## src/rtl/gcd_scheduler.sv

```systemverilog
// Round-robin front end sharing one iterative GCD engine among NUM_REQ clients.
// Ports: req_* (per-client request), rsp_* (tagged response), eng_* (engine control).
module gcd_scheduler #(
  parameter int WIDTH   = 40,
  parameter int NUM_REQ = 4,
  parameter int TIMEOUT = 256,
  parameter int ID_W    = $clog2(NUM_REQ)
) (
  input  logic                     clk,
  input  logic                     reset,
  input  logic [NUM_REQ-1:0]       req_valid,
  input  logic [NUM_REQ*WIDTH-1:0] req_x,
  input  logic [NUM_REQ*WIDTH-1:0] req_y,
  output logic [NUM_REQ-1:0]       req_ready,
  output logic                     rsp_valid,
  input  logic                     rsp_ready,
  output logic [ID_W-1:0]          rsp_id,
  output logic [WIDTH-1:0]         rsp_result,
  output logic                     rsp_err,
  output logic                     eng_start,
  output logic [WIDTH-1:0]         eng_x,
  output logic [WIDTH-1:0]         eng_y,
  output logic                     eng_reset,
  input  logic                     eng_done,
  input  logic [WIDTH-1:0]         eng_result
);

  localparam int CNT_W = $clog2(TIMEOUT + 1);
  localparam logic [CNT_W-1:0] CNT_MAX =
    CNT_W'(TIMEOUT - 1);
  localparam logic [ID_W-1:0] LAST_RST =
    ID_W'(NUM_REQ - 1);

  typedef enum logic [1:0] {
    S_IDLE,
    S_ISSUE,
    S_WAIT,
    S_RESP
  } state_e;

  state_e            state_q, state_d;
  logic [ID_W-1:0]   last_q, last_d;
  logic [ID_W-1:0]   id_q, id_d;
  logic [WIDTH-1:0]  x_q, x_d;
  logic [WIDTH-1:0]  y_q, y_d;
  logic [WIDTH-1:0]  res_q, res_d;
  logic              err_q, err_d;
  logic [CNT_W-1:0]  cnt_q, cnt_d;
  logic              erst_q, erst_d;

  logic [ID_W-1:0]   pick;
  logic [ID_W-1:0]   idx;
  logic              found;
  logic [WIDTH-1:0]  sel_x;
  logic [WIDTH-1:0]  sel_y;

  // Rotating priority: first valid requester after last_q wins.
  always_comb begin
    pick  = '0;
    idx   = '0;
    found = 1'b0;
    for (int k = 1; k <= NUM_REQ; k++) begin
      idx = ID_W'((int'(last_q) + k) % NUM_REQ);
      if (!found && req_valid[idx]) begin
        found = 1'b1;
        pick  = idx;
      end
    end
  end

  always_comb begin
    sel_x = '0;
    sel_y = '0;
    for (int i = 0; i < NUM_REQ; i++) begin
      if (pick == ID_W'(i)) begin
        sel_x = req_x[i*WIDTH +: WIDTH];
        sel_y = req_y[i*WIDTH +: WIDTH];
      end
    end
  end

  assign req_ready = (state_q == S_IDLE && found)
                   ? (NUM_REQ'(1) << pick)
                   : '0;

  always_comb begin
    state_d = state_q;
    last_d  = last_q;
    id_d    = id_q;
    x_d     = x_q;
    y_d     = y_q;
    res_d   = res_q;
    err_d   = err_q;
    cnt_d   = cnt_q;
    erst_d  = 1'b0;
    unique case (state_q)
      S_IDLE: begin
        if (found) begin
          last_d = pick;
          id_d   = pick;
          x_d    = sel_x;
          y_d    = sel_y;
          // gcd(0,v)=v and gcd(0,0)=0 need no engine
          if (sel_x == '0 || sel_y == '0) begin
            res_d   = sel_x | sel_y;
            err_d   = 1'b0;
            state_d = S_RESP;
          end else begin
            state_d = S_ISSUE;
          end
        end
      end
      S_ISSUE: begin
        cnt_d   = '0;
        state_d = S_WAIT;
      end
      S_WAIT: begin
        // done takes priority over the watchdog
        if (eng_done) begin
          res_d   = eng_result;
          err_d   = 1'b0;
          state_d = S_RESP;
        end else if (cnt_q == CNT_MAX) begin
          res_d   = '0;
          err_d   = 1'b1;
          erst_d  = 1'b1;
          state_d = S_RESP;
        end else begin
          cnt_d = cnt_q + 1'b1;
        end
      end
      S_RESP: begin
        if (rsp_ready) begin
          state_d = S_IDLE;
        end
      end
      default: begin
        state_d = S_IDLE;
      end
    endcase
  end

  always_ff @(posedge clk or negedge reset) begin
    if (!reset) begin
      state_q <= S_IDLE;
      last_q  <= LAST_RST;
      id_q    <= '0;
      x_q     <= '0;
      y_q     <= '0;
      res_q   <= '0;
      err_q   <= 1'b0;
      cnt_q   <= '0;
      erst_q  <= 1'b0;
    end else begin
      state_q <= state_d;
      last_q  <= last_d;
      id_q    <= id_d;
      x_q     <= x_d;
      y_q     <= y_d;
      res_q   <= res_d;
      err_q   <= err_d;
      cnt_q   <= cnt_d;
      erst_q  <= erst_d;
    end
  end

  assign rsp_valid  = (state_q == S_RESP);
  assign eng_start  = (state_q == S_ISSUE);
  assign rsp_id     = id_q;
  assign rsp_result = res_q;
  assign rsp_err    = err_q;
  assign eng_x      = x_q;
  assign eng_y      = y_q;
  // reset term makes the engine reset follow rst asynchronously
  assign eng_reset  = erst_q | ~reset;

endmodule

```

## config.mk

```make
export PLATFORM = sky130hd
export DESIGN_NAME = gcd_scheduler
export DESIGN_NICKNAME = d
export VERILOG_FILES = /design/src/rtl/gcd_scheduler.sv
export SDC_FILE = /design/constraint.sdc
export NUM_CORES = 1
export LEC_CHECK = 0
export CAP_MARGIN = 20
export CORE_AREA = 2 2 193 195
export DETAILED_ROUTE_END_ITERATION = 8
export DIE_AREA = 0 0 195 197
export PLACE_DENSITY = 0.69
export SLEW_MARGIN = 30
export SYNTH_ARGS = -nofsm -noshare
export SYNTH_HDL_FRONTEND = slang
export SYNTH_SLANG_ARGS = --single-unit
export TNS_END_PERCENT = 20
```

## constraint.sdc

```tcl
create_clock -name clk -period 3.7 [get_ports clk]
set_input_delay 1.11 -clock clk [delete_from_list [all_inputs] [get_ports clk]]
set_output_delay 1.11 -clock clk [all_outputs]
set_load 0.02 [all_outputs]
```

* Word level (Yosys, flattened, before mapping) *
Index checks and enable logic that the tools add are counted.
W data, S select, Z words.

storage, ports and cells
  word-level logic and storage cells = 100
  register bits = 137

cells by class
  order comparisons = 4
  bitwise logic cells = 3
  shift operators = 1
  reduce and logical (&&, ||, !) cells = 18
  equality and inequality tests = 13
  add/sub/neg operators = 5
  mux-type cells = 47

operators by type and width
  operator               count
  $mux W40               12
  $logic_not A40 Y1      2
  $pmux W40 S2           1
  $or A40 B40 Y40        1
  $mux W2                9
  $mux W9                2
  $pmux W9 S2            1
  $mux W1                15
  $lt A2 B3 Y1 const B   4
  $add A9 B1 Y9 const B  1
  $eq A9 B8 Y1 const B   1
  $bmux W1 S2            4
  $eq A2 B2 Y1 const B   4
  $pmux W2 S4            1
  $ne A2 B2 Y1 const B   3
  $reduce_and A3 Y1      2
  $add A2 B1 Y2 const B  2
  $add A2 B2 Y2 const B  2
  $eq A2 B1 Y1 const B   2
  $logic_and A1 B1 Y1    4
  $logic_not A2 Y1       2
  $mux W4                1
  $ne A2 B1 Y1 const B   2
  $reduce_and A4 Y1      1
  other kinds (9)        12

* Depth between registers and ports, before layout *
  depth after elaboration = 23
  gate-level depth with buffers = 16
  depth with buffers taken out = 11

* Worst setup path after synthesis *
OpenSTA, ideal clock, no wires.

  path type = input to register
  start = input req_valid[1]
  end = register res_q[0], in the netlist rsp_result[0]
  stages = 12
  setup time = 0.127 ns
  buffers on the path = 2
  slack = -0.294 ns
  arrival = 3.866 ns
  path through = and3_4 a31o_2 clkbuf_1 nor2_1 mux2_2 o21a_1 a2111o_1 nor4_2 nand3_2 o311ai_4 buf_6 mux2_1

between the ends
  word-level cells in the longest chain between the ends = 21
  elaborated cells between the ends (all ways) = 44
  classes of those cells = eq/ne (5); mux (27); bitwise (1); reduce/logical (11)

RTL lines
  element                                                             line      source
  start: declaration                                                  11        input logic [NUM_REQ-1:0] req_valid,
  $bmux W1 S2                                                         64        if (!found && req_valid[idx]) begin
  $mux W1 (implied by the code)                                       64
  $mux W1                                                             64
  $logic_not A1 Y1                                                    64
  $logic_and A1 B1 Y1                                                 64
  $mux W1                                                             64
  $logic_not A1 Y1                                                    64
  $logic_and A1 B1 Y1                                                 64
  [... 2 more ...]                                                    -
  $logic_and A1 B1 Y1                                                 64
  $mux W2                                                             64
  $logic_not A2 Y1                                                    75        if (pick == ID_W'(i)) begin
  $mux W40 (4 in a row)                                               75
  $logic_not A40 Y1 / $or A40 B40 Y40 (equally long branches)         104, 105
  $logic_or A1 B1 Y1 / $mux W40 (equally long branches)               104       if (sel_x == '0 || sel_y == '0) begin
  $ne A2 B1 Y1 (no line) / $mux W40 (equally long branches)           -
  $reduce_and A4 Y1 (no line) / $pmux W40 S2 (equally long branches)  -
  end signal: assignment                                              160       res_q <= res_d;
  end: declaration                                                    46        logic [WIDTH-1:0] res_q, res_d;

Parallel ways exist; a longest one is shown, timed or not. The select of a mux whose other input is x is not followed.
A chain may end at the register's enable or synchronous reset.

* Worst setup path in the final report *
  start = input req_valid[1]
  end = register res_q[19], in the netlist rsp_result[19]

The elaborated chain is that of the path after synthesis.

==> out/results.ini <==
[detailed_routing]
routedWlPerCell_um = 23.55
viasPerCell = 5.210
drc_errors = 0
ant_nets = 0
drt_wl_total_mm = 53.45
vias = 11830
drt_iter0_drc = 683
first_pass_iters = 5

[status]
violations = negative setup slack
outcome = complete, but fails checks

[floorplanning]
die_height_um = 197
io_pins = 498
coreArea_mm2 = 0.03626
core.rowCount = 70
start_util = 0.2509
die_area_mm2 = 0.03842
die_w_um = 195

[global_route]
grt_pass1_vias = 12020
grt-ovfl-total = 0
grt_pass1_wl_mm = 76.25
grt_start_max_net_pins = 71
grt_usage = 0.2681
antenna_found_initial = 6

[finish]
nFillCells = 3443
finalInstanceArea_mm2 = 0.01769
syn_to_final_growth_pct = 94.40
drive_gt1_frac = 0.2235
nets = 2161
final_common_cell = clkdlybuf4s50_1
layout_common_cells = clkdlybuf4s50_1, buf_4, nand2_1, dfrtp_1, o21ai_0

[synth]
synth_xor_area_frac = 0.001925
ys.flop_type = dfrtp_1
synth.area.mux_share = 0.06133
syn-instance-count = 1139
ys_warn_count = 0
synth_async_sr_flop_share = 1.000
synth_compound_area_frac = 0.2760
synth_nets = 1514
synth_top_family_by_area = compound AO/OA/AOI/OAI gates
ys_seq_area_frac = 0.3771
synthSimpleGateAreaFrac = 0.2054
syn_area_per_cell_um2 = 7.988
synth_seq_cells = 137
ys_types = 61
synth_edf_count = 0
synth-adder-area-share = 0.009626
netlist_area_mm2 = 0.009099

[worst_setup_path]
end_kind = flip-flop
critPathRequiredTime_ns = 4.05
start_kind = input pin
critical_path_class = in -> reg
cp_max_fo = 8
worst_ep_arrival_time_ns = 4.22

[sta]
min_period_ns = 3.869
skew_ns = 0.01202
fin_ws_ns = -0.1691
fin_hold_ws_ns = 0.4802
setup_viol = 32
max_freq_mhz = 258.5
hold_violations = 0
rsz0062_at_grt = yes
post-route-period-util = 1.046
worst_pin_slew_ns = 0.7468
relSlewSlack = 0.5021
slew_violations = 0

[placed_design]
portBuffers = 497
dpl.hpwl_mm = 41.22
dp_slack_ns = -1.327
dpl_cell_area_mm2 = 0.01601
place_congestion = 0.9212

[clocking]
cts_tree = done
clock_latency_ns = 0.43
numCtsBuffers = 17
clock_sinks = 137
cts_buffer_depth = 2
root_buffer = clkbuf_16
htreeDepth = 4
cts.clk_slew.worst_paths_ns = 0.07

[power_and_ir_drop]
max-vdd-ir-drop_mv = 0.3422
p_per_area_mw_per_mm2 = 854.0
leakage_nw = 7.609

[worst_hold_path]
hold_path.class = reg -> reg

[flow_run]
drv_cap = 0

-- path summary, 6_finish.rpt --
check	startpoint	to	slack, ns	cells past startpoint
max in group asynchronous	reset	eng_x[20]	1.70	3
min reg2reg	eng_x[11]	eng_x[11]	0.48	2
min in group asynchronous	reset	eng_x[14]	0.73	2
max	req_valid[1]	rsp_result[19]	-0.17	16
max reg2reg	last_q[1]	rsp_result[19]	-0.04	13
min	eng_x[11]	eng_x[11]	0.48	2
-- cell usage after synthesis (7+ instances only) --
| cell type | number | share of area |
|---|---|---|
| nand2_1 | 189 | 0.078 |
| dfrtp_1 | 135 | 0.37 |
| o21ai_0 | 127 | 0.070 |
| a21oi_1 | 119 | 0.065 |
| nand3_1 | 85 | 0.047 |
| clkbuf_1 | 74 | 0.031 |
| inv_1 | 48 | 0.020 |
| and3_1 | 46 | 0.032 |
| a211oi_1 | 39 | 0.032 |
| mux2i_1 | 31 | 0.034 |
| a22o_1 | 30 | 0.029 |
| nor2_1 | 15 | 0.0062 |
| o22ai_1 | 15 | 0.010 |
| nand4_1 | 14 | 0.0096 |
| mux2_1 | 12 | 0.015 |
| or2_2 | 11 | 0.0076 |
| a22oi_1 | 10 | 0.0083 |
| a31o_2 | 10 | 0.0096 |
| buf_2 | 10 | 0.0055 |
| mux2_2 | 10 | 0.012 |
| a211oi_2 | 8 | 0.011 |
| and2_1 | 8 | 0.0055 |
| buf_1 | 8 | 0.0033 |
| o31ai_1 | 8 | 0.0066 |
| ha_1 | 7 | 0.0096 |
-- what timing repair did --
item                                    CTS  global route
hold buffers                              0             0
endpoints found under the setup margin   46            44
cloned                                   10             1
gates resized for setup                  95            49
pin swaps                                23            28
buffers inserted                         20            17
-- report_power, final --
part / internal [W] / switching [W] / leakage [nW] / total, W
logic: 0.00489 / 0.00566 / 5.67 / 0.0105
clock network: 0.00108 / 0.000792 / 0.300 / 0.00188
registers: 0.00223 / 0.000454 / 1.64 / 0.00269
total: 0.00820 / 0.00690 / 7.61 / 0.0151
-- cell families after synthesis --
logic type | Yosys count
compound gates | 401
simple gates | 391
buf+inv | 148
flops | 137
mux | 53
fa+ha+maj | 7
xor+xnor | 2
-- stage by stage --
step	instances	power [W]	TNS (ns)	utilization
floorplan	1139	0.007247	-0.3145	-
global placement	2188	0.01203	-52.89	0.4408
detailed placement	2190	0.01217	-54.74	0.4414
CTS	2252	0.01479	-3.206	0.4780
global route	2269	0.01591	-7.794	0.4878
finish	2270	0.01511	-3.992	0.4878
-- registers in the layout (all words and copies together) (netlist names) --
signal and cells:
state_q 2, rsp_id 2, erst_q 1, eng_y 40, eng_x 40, rsp_err 1, last_q 2, rsp_result 40
cnt_q 9
-- layer usage --
metal  vias up  track usage  share of wire
met3        86      0.05698          0.070
met4         4      0.08199          0.028
li1       5385            -              -
met5         -            0        0.00051
met2       549       0.4794           0.50
met1      5802       0.3220           0.40
-- worst max-delay path, stage by stage --
cell      delay [ns]
buf_8           0.11
and3_4          0.16
a31oi_4         0.26
nand2_8         0.15
buf_16          0.17
buf_6           0.12
a211oi_4        0.23
o22ai_2         0.12
or4_4           0.57
nor4_4          0.27
nand3_2         0.13
o311ai_4        0.09
buf_6           0.19
buf_12          0.16
buf_12          0.14
mux2i_1         0.19
-- layout make-up --
class | count | area (um^2) | share of cell area
Multi-Input combinational cell | 855 | 5668 | 0.3204
Clock inverter | 14 | 182.7 | 0.01033
Sequential cell | 137 | 3431 | 0.1940
Antenna cell | 3 | 7.507 | 0.0004244
Timing Repair Buffer | 727 | 7204 | 0.4073
Clock buffer | 18 | 429.2 | 0.02426
Tap cell | 468 | 585.6 | 0.03310
Inverter | 48 | 180.2 | 0.01019
Power figures use the tool's default switching activity.
